==> config.mk <==
export PLATFORM = sky130hd
export DESIGN_NAME = mult_div_unit
export DESIGN_NICKNAME = d
export VERILOG_FILES = /design/src/rtl/mult_div_unit.sv
export SDC_FILE = /design/constraint.sdc
export NUM_CORES = 1
export LEC_CHECK = 0
export CORE_MARGIN = 2
export CORE_UTILIZATION = 60
export CTS_CLUSTER_DIAMETER = 30
export CTS_CLUSTER_SIZE = 28
export DETAILED_ROUTE_END_ITERATION = 10
export GPL_ROUTABILITY_DRIVEN = 1
export PLACE_DENSITY = 0.83
export SYNTH_ARGS = -nofsm -noshare
export SYNTH_HDL_FRONTEND = slang
export SYNTH_SLANG_ARGS = --single-unit
==> constraint.sdc <==
create_clock -name clk_i -period 7.73 [get_ports clk_i]
set_input_delay 1.546 -clock clk_i [delete_from_list [all_inputs] [get_ports clk_i]]
set_output_delay 1.546 -clock clk_i [all_outputs]
set_load 0.1 [all_outputs]
==> src/rtl/mult_div_unit.sv <==
// mult_div_unit
//   Iterative signed multiply / divide datapath for the multicycle CPU.
//   Control pulses a start, waits for done (or div_by_zero), then copies
//   hi/lo into the architectural HI/LO registers.
//
//   Multiply: radix-2 Booth, one step per cycle, WIDTH steps.
//   Divide:   restoring division on magnitudes, one quotient bit per cycle,
//             followed by a sign-fix cycle (truncation toward zero).
//   Latency:  start accepted at edge E0 -> done high after edge E0+WIDTH+1.
//
// Ports
//   clk_i          system clock, rising edge
//   rst_ni         asynchronous active-low reset
//   start_mult_i   1-cycle request: signed a*b (wins over start_div_i)
//   start_div_i    1-cycle request: signed a/b
//   a_i, b_i       operands, sampled only at the accepting edge
//   hi_o           mult: product high half; div: remainder
//   lo_o           mult: product low half;  div: quotient
//   busy_o         operation in progress
//   done_o         1-cycle pulse, hi/lo valid
//   div_by_zero_o  1-cycle pulse, divide with b==0 rejected
module mult_div_unit #(
  parameter int WIDTH = 32
) (
  input  logic             clk_i,
  input  logic             rst_ni,
  input  logic             start_mult_i,
  input  logic             start_div_i,
  input  logic [WIDTH-1:0] a_i,
  input  logic [WIDTH-1:0] b_i,
  output logic [WIDTH-1:0] hi_o,
  output logic [WIDTH-1:0] lo_o,
  output logic             busy_o,
  output logic             done_o,
  output logic             div_by_zero_o
);

  localparam int CW = (WIDTH > 1) ? $clog2(WIDTH) : 1;

  typedef enum logic [2:0] {
    S_IDLE,
    S_MULT,
    S_DIV,
    S_FIX,
    S_DONE
  } state_t;

  state_t             state_q, state_d;
  logic [CW-1:0]      cnt_q, cnt_d;
  // Shared working register.
  //   Mult: {acc[W-1:0], multiplier[W-1:0], q_minus1}
  //   Div:  {rem[W:0], dividend/quotient[W-1:0]}
  logic [2*WIDTH:0]   prod_q, prod_d;
  logic [WIDTH-1:0]   mcand_q, mcand_d;   // mult: a; div: |b|
  logic               is_div_q, is_div_d;
  logic               neg_quo_q, neg_quo_d;
  logic               neg_rem_q, neg_rem_d;
  logic [WIDTH-1:0]   hi_q, hi_d;
  logic [WIDTH-1:0]   lo_q, lo_d;
  logic               busy_q, busy_d;
  logic               done_q, done_d;
  logic               dbz_q, dbz_d;

  logic [WIDTH-1:0]   abs_a, abs_b;
  logic [WIDTH:0]     acc_ext, mc_ext, booth_sum;
  logic [WIDTH:0]     rem_sh, rem_diff;
  logic [WIDTH-1:0]   quo, rem;

  always_ff @(posedge clk_i or negedge rst_ni) begin
    if (!rst_ni) begin
      state_q   <= S_IDLE;
      cnt_q     <= '0;
      prod_q    <= '0;
      mcand_q   <= '0;
      is_div_q  <= 1'b0;
      neg_quo_q <= 1'b0;
      neg_rem_q <= 1'b0;
      hi_q      <= '0;
      lo_q      <= '0;
      busy_q    <= 1'b0;
      done_q    <= 1'b0;
      dbz_q     <= 1'b0;
    end else begin
      state_q   <= state_d;
      cnt_q     <= cnt_d;
      prod_q    <= prod_d;
      mcand_q   <= mcand_d;
      is_div_q  <= is_div_d;
      neg_quo_q <= neg_quo_d;
      neg_rem_q <= neg_rem_d;
      hi_q      <= hi_d;
      lo_q      <= lo_d;
      busy_q    <= busy_d;
      done_q    <= done_d;
      dbz_q     <= dbz_d;
    end
  end

  always_comb begin
    state_d   = state_q;
    cnt_d     = cnt_q;
    prod_d    = prod_q;
    mcand_d   = mcand_q;
    is_div_d  = is_div_q;
    neg_quo_d = neg_quo_q;
    neg_rem_d = neg_rem_q;
    hi_d      = hi_q;
    lo_d      = lo_q;
    busy_d    = busy_q;
    done_d    = 1'b0;
    dbz_d     = 1'b0;

    abs_a = a_i[WIDTH-1] ? -a_i : a_i;
    abs_b = b_i[WIDTH-1] ? -b_i : b_i;

    // Booth step: the add is done one bit wider than the accumulator so that
    // a most-negative multiplicand cannot overflow; the shift then takes the
    // true sign from the widened sum.
    acc_ext = {prod_q[2*WIDTH], prod_q[2*WIDTH:WIDTH+1]};
    mc_ext  = {mcand_q[WIDTH-1], mcand_q};
    case (prod_q[1:0])
      2'b01:   booth_sum = acc_ext + mc_ext;
      2'b10:   booth_sum = acc_ext - mc_ext;
      default: booth_sum = acc_ext;
    endcase

    // Restoring step: shift next dividend bit into the partial remainder and
    // try subtracting the divisor magnitude.
    rem_sh   = {prod_q[2*WIDTH-1:WIDTH], prod_q[WIDTH-1]};
    rem_diff = rem_sh - {1'b0, mcand_q};

    quo = prod_q[WIDTH-1:0];
    rem = prod_q[2*WIDTH-1:WIDTH];

    case (state_q)
      S_IDLE, S_DONE: begin
        state_d = S_IDLE;
        busy_d  = 1'b0;
        if (start_mult_i) begin
          state_d  = S_MULT;
          cnt_d    = '0;
          busy_d   = 1'b1;
          is_div_d = 1'b0;
          mcand_d  = a_i;
          prod_d   = {{WIDTH{1'b0}}, b_i, 1'b0};
        end else if (start_div_i) begin
          if (b_i == '0) begin
            state_d = S_DONE;
            dbz_d   = 1'b1;
          end else begin
            state_d   = S_DIV;
            cnt_d     = '0;
            busy_d    = 1'b1;
            is_div_d  = 1'b1;
            neg_quo_d = a_i[WIDTH-1] ^ b_i[WIDTH-1];
            neg_rem_d = a_i[WIDTH-1];
            mcand_d   = abs_b;
            prod_d    = {{(WIDTH+1){1'b0}}, abs_a};
          end
        end
      end
      S_MULT: begin
        prod_d = {booth_sum, prod_q[WIDTH:1]};
        cnt_d  = cnt_q + 1'b1;
        if (cnt_q == CW'(WIDTH-1)) state_d = S_FIX;
      end
      S_DIV: begin
        if (!rem_diff[WIDTH]) prod_d = {rem_diff, prod_q[WIDTH-2:0], 1'b1};
        else                  prod_d = {rem_sh, prod_q[WIDTH-2:0], 1'b0};
        cnt_d = cnt_q + 1'b1;
        if (cnt_q == CW'(WIDTH-1)) state_d = S_FIX;
      end
      S_FIX: begin
        state_d = S_DONE;
        busy_d  = 1'b0;
        done_d  = 1'b1;
        if (is_div_q) begin
          lo_d = neg_quo_q ? -quo : quo;
          hi_d = neg_rem_q ? -rem : rem;
        end else begin
          hi_d = prod_q[2*WIDTH:WIDTH+1];
          lo_d = prod_q[WIDTH:1];
        end
      end
      default: state_d = S_IDLE;
    endcase
  end

  assign hi_o          = hi_q;
  assign lo_o          = lo_q;
  assign busy_o        = busy_q;
  assign done_o        = done_q;
  assign div_by_zero_o = dbz_q;

endmodule

* Word-level counts from Yosys, hierarchy flattened *
Index checks and enable logic that the tools add are counted.

storage, ports and cells
  register bits = 175
  input bits = 68
  output and inout bits = 67

cells by class
  $add $sub $neg = 8
  equal/unequal tests = 12
  mux-type cells = 36
  bitwise gates (word level) = 3
  reduce and logical (&&, ||, !) cells = 13

operators by type and width
  operator               count
  $mux W32               9
  $mux W65               4
  $pmux W65 S3           1
  $neg A32 Y32           4
  $pmux W33 S2           1
  $add A32 B32 Y33       1
  $sub A32 B32 Y33       1
  $sub A33 B32 Y33       1
  $logic_not A32 Y1      1
  $mux W5                3
  $mux W3                4
  $mux W1                11
  $pmux W5 S2            1
  $pmux W3 S3            1
  $reduce_and A3 Y1      3
  $reduce_and A4 Y1      2
  $eq A3 B2 Y1 const B   2
  $ne A3 B3 Y1 const B   2
  $reduce_bool A2 Y1     3
  $add A5 B1 Y5 const B  1
  $eq A5 B5 Y1 const B   1
  $reduce_or A2 Y1       2
  $eq A3 B1 Y1 const B   1
  $eq A3 B3 Y1 const B   1
  other kinds (10)       11

* Depth between registers and ports, before layout *
  word-level depth = 6
  mapped depth = 20
  mapped depth without buffers = 18

* Worst setup path after synthesis *
No wires, ideal clock.

  path type = input -> register
  start = input b_i[5]
  end = register mcand_q[29]
  library setup time = 0.076 ns
  data arrival time = 4.190 ns
  required time = 7.654 ns
  path slack = 3.464 ns
  stages on the path = 9
  cells stage by stage = or4_4 -> or4_4 -> or3_4 -> or3_4 -> or4_4 -> o41ai_2 -> xnor2_1 -> mux2i_1 -> o21ai_1

on the way
  word-level cells in the longest chain between the ends = 5
  elaborated cells on any way between the ends = 8

RTL lines
  item                  line  text
  from (decl)           30    input logic [WIDTH-1:0] b_i,
  $neg A32 Y32          114   abs_b = b_i[WIDTH-1] ? -b_i : b_i;
  $mux W32              114
  $mux W32              147   if (b_i == '0) begin
  $mux W32              146   end else if (start_div_i) begin
  $mux W32              139   if (start_mult_i) begin
  to (signal assigned)  87    mcand_q <= mcand_d;
  to (decl)             54    logic [WIDTH-1:0] mcand_q, mcand_d;

Parallel ways exist; a longest one is shown, timed or not. The select of a mux whose other input is x is not followed.
A chain may end at the register's enable or synchronous reset.

* Final worst setup path *
  start = input b_i[9]
  end = register prod_q[31]

on the way
  word-level cells in the longest chain between the ends = 3

RTL lines
  item                         line  text
  $logic_not A32 Y1            147
  $ne A3 B3 Y1 (no line)       n/a
  $reduce_and A3 Y1 (no line)  n/a
  to (signal assigned)         86    prod_q <= prod_d;
  to (decl)                    53    logic [2*WIDTH:0] prod_q, prod_d;

No other way between the ends.

==> impl_results.rst <==
.. list-table::
   :header-rows: 1

   * - Metric
     - Value
   * - Setup crit start
     - b_i[9]
   * - Die X
     - ~160 µm
   * - Final cell count without fillers
     - around 2300
   * - Critical path's slowest cell
     - nand2_2
   * - Vias in the first global route
     - about 14000
   * - Sort of element at the start of the critical path
     - input port
   * - Count of flip-flops with a built-in enable after synthesis
     - 0
   * - Fin nets
     - between 2000 and 2500
   * - Vias
     - ~15000
   * - Worst slack, placed
     - ~2.1 ns
   * - Initial antenna violation count
     - 2
   * - CP Max Fanout
     - 71
   * - Fraction of final layout cells sized beyond drive strength 1
     - 0.0389
   * - Placer Congestion
     - 0.999
   * - Wire per inst
     - about 21 µm
   * - Beginning of the worst register-to-register path
     - mcand_q[5]$_DFFE_PN0P_
   * - Fraction of synthesis flops using an asynchronous set or reset pin
     - 1.00
   * - Tcrit/Tclk final
     - 0.685
   * - Clk Tree Root Cell
     - clkbuf_16
   * - Cell seen most often among critical-path stages
     - or4_1
   * - DP HPWL
     - roughly 37000 µm
   * - CTS tree
     - done
   * - Clock network latency to the later pin of the worst-skew pair
     - between 0.4 and 0.5 ns
   * - Count of maximum capacitance violations
     - 0
   * - Worst slew slack as a fraction of its limit
     - 0.224
   * - Top-count cell post-synth
     - nand2_1
   * - Synth Flop Type
     - dfrtp_1
   * - Final Setup Violations
     - 0
   * - Leading cell types by count after synthesis
     - nand2_1, o21ai_0, dfrtp_1
   * - First-pass GRT wire length
     - approximately 75000 µm
   * - Kind of critical path
     - input port to flop
   * - Biggest area consumer among synthesized cells
     - dfrtp_1
   * - Number of iterations in the first detailed-routing pass
     - 7
   * - Pin count of the biggest net entering global routing
     - roughly 130
   * - Count of mapped cells out of synthesis
     - about 2000
   * - Worst Hold Class
     - flop to flop
   * - Post-synth net total
     - 2105
   * - Max-slew violation total from the final report
     - 0
   * - Area added between synthesis and finish
     - 13.1%
   * - Clock buffer depth
     - 2
   * - Die Area
     - 0.0267 mm²
   * - Detailed router's first-iteration violation count
     - approximately 1900
   * - Die boundary height
     - 163 µm
   * - Worst slew pin tran
     - ~1.2 ns
   * - Number of library cell types mapped by synthesis
     - 62
   * - DRC errors left
     - 0
   * - Status
     - finished clean
   * - Yosys warns
     - 0
   * - Total instance count after detailed placement
     - around 2300
   * - Number of endpoints with negative hold slack in the final report
     - 0
   * - Minimum clock period after layout
     - 5.29 ns
   * - Biggest area contributors in the synthesized netlist
     - dfrtp_1, o21ai_0, nand2_1
   * - Post-synthesis cell area
     - 0.0153 mm²
   * - Port Buf Inserts
     - about 130
   * - Fin Setup TNS
     - 0 ns
   * - TritonCTS Buffers
     - 17
   * - Floorplan core area
     - approximately 0.025 mm²
   * - Maximum single-stage delay on the critical path
     - roughly 0.77 ns
   * - CTS Hold Buffers Added
     - 0
   * - Remaining global-route overflow
     - 0
   * - Total I/O pin count
     - ~140
   * - Tot GR Track Use
     - 0.361
   * - Arrival time of data at the critical path endpoint
     - between 5 and 6 ns
   * - Starting utilization of the core area
     - 0.609
   * - Data required time at the worst endpoint
     - around 8.1 ns
   * - PostCTS Resize Cnt
     - 0
   * - Fin worst setup slack
     - 2.44 ns
   * - RSZ-0062 raised after global routing
     - false
   * - Avg Inst Size Synth
     - between 7 and 8 µm²
   * - Clock slew seen by the registers of the worst setup and hold paths
     - around 0.09 ns
   * - Register area share after synthesis
     - 0.287
   * - Fill cell instance count of the final layout
     - 2121
   * - CP endpoint kind
     - flop
   * - Source of the worst hold timing path
     - lo_o[10]$_DFFE_PN0P_
   * - Antenna Nets Post-Route
     - 0
   * - Number of clock sinks
     - 175
   * - Number of core rows
     - 58
   * - Cell-by-cell listing of the critical path
     - clkdlybuf4s50_1 -> or4_1 -> or3_1 -> nor2_1 -> nand4_1 -> or4_1 -> a21o_1 -> nand2_2 -> o21ai_0 -> a22oi_1
   * - Fraction of post-synthesis cell area in the top cell type by area
     - 0.287
   * - Worst Skew
     - ~0.017 ns
   * - CTS H-Tree Depth
     - 4
   * - Register bit total from synthesis
     - about 180
   * - Timing-limited maximum frequency
     - between 0.15 and 0.2 GHz
   * - Mean number of vias per cell
     - about 6.5
   * - Wire length after detailed routing
     - slightly below 50000 µm
   * - Post-CTS Setup Repair Bufs
     - 0
## cell families (layout without fill, tap and decap cells)
family / after synthesis / in the layout / synth area share
mux: 76 / 76 / 0.0500
compound gates: 650 / 650 / 0.266
flops: 175 / 175 / 0.287
xor+xnor: 196 / 196 / 0.113
fa+ha+maj: 75 / 75 / 0.0625
simple gates: 593 / 593 / 0.173
buf+inv: 197 / 242 / 0.0492
other cells: 0 / 1 / 0
## cells in the final DEF (no fill, tap or decap), types with 15 or more instances in the layout
cell,n
o21ai_0,236
xnor2_1,105
mux2i_1,74
a21oi_1,146
a21o_1,33
xor2_1,91
clkbuf_16,17
a221oi_1,16
a211oi_1,19
nor2_1,173
o31ai_1,34
ha_1,73
dfrtp_1,174
nor3_1,15
o41ai_1,16
or3_1,19
inv_1,60
a222oi_1,24
clkdlybuf4s50_1,132
buf_4,16
nand2_1,256
a31oi_1,32
nand3_1,27
## flip-flops by register name (all words and copies together) (netlist names), 3 cells and up
register / flops
hi_o: 32
mcand_q: 32
cnt_q: 5
lo_o: 32
state_q: 3
prod_q: 65
## worst max-delay path, delay by kind of cell
| kind | cells | cell delay, ns |
|---|---|---|
| buffers and inverters | 1 | 0.51 |
| AND/OR/NAND/NOR | 6 | 2.79 |
| AO/OA/AOI/OAI | 3 | 0.78 |
## stage by stage
step            util  hold WS (ns)  instance area (µm²)
6_report       0.689         0.482                17300
5_1_grt        0.689         0.511                17300
4_1_cts        0.689         0.486                17300
3_5_place_dp   0.664         0.468                16600
3_3_place_gp   0.664         0.461                16600
2_1_floorplan      -         0.465                15300
## final cells by class
type / count / area, µm² / area share
well taps: 330 / 413 / 0.0239
clock buffers: 17 / 425 / 0.0247
repair buffers: 150 / 1460 / 0.0845
multi-input cells: 1590 / 10100 / 0.588
clock inverters: 15 / 204 / 0.0118
flip-flops and latches: 175 / 4380 / 0.254
inverters: 60 / 225 / 0.0131
diodes: 1 / 2.50 / 0.000145
## worst paths after layout
path                            depth (start not counted)  slack, ns                      to
worst max-delay path                                   10       2.44  prod_q[31]$_DFFE_PN0P_
worst min-delay path                                    2       0.48    lo_o[10]$_DFFE_PN0P_
worst max register to register                         16       2.49  prod_q[64]$_DFFE_PN0P_
worst min register to register                          2       0.48    lo_o[10]$_DFFE_PN0P_
max in group asynchronous                               2       4.88    is_div_q$_DFFE_PN0P_
min in group asynchronous                               1       1.22    hi_o[17]$_DFFE_PN0P_
## metal layers
layer / vias to the layer above / track usage / part of all wire
met5: - / 0 / 0
met1: 7175 / 0.497 / 0.41
met2: 756 / 0.552 / 0.45
met4: 0 / 0.149 / 0.037
met3: 121 / 0.0767 / 0.11
li1: 7142 / - / -
Power is left out: the tool's default activity adds up to more than one toggle a clock period on the data nets, which glitch-free logic cannot reach.
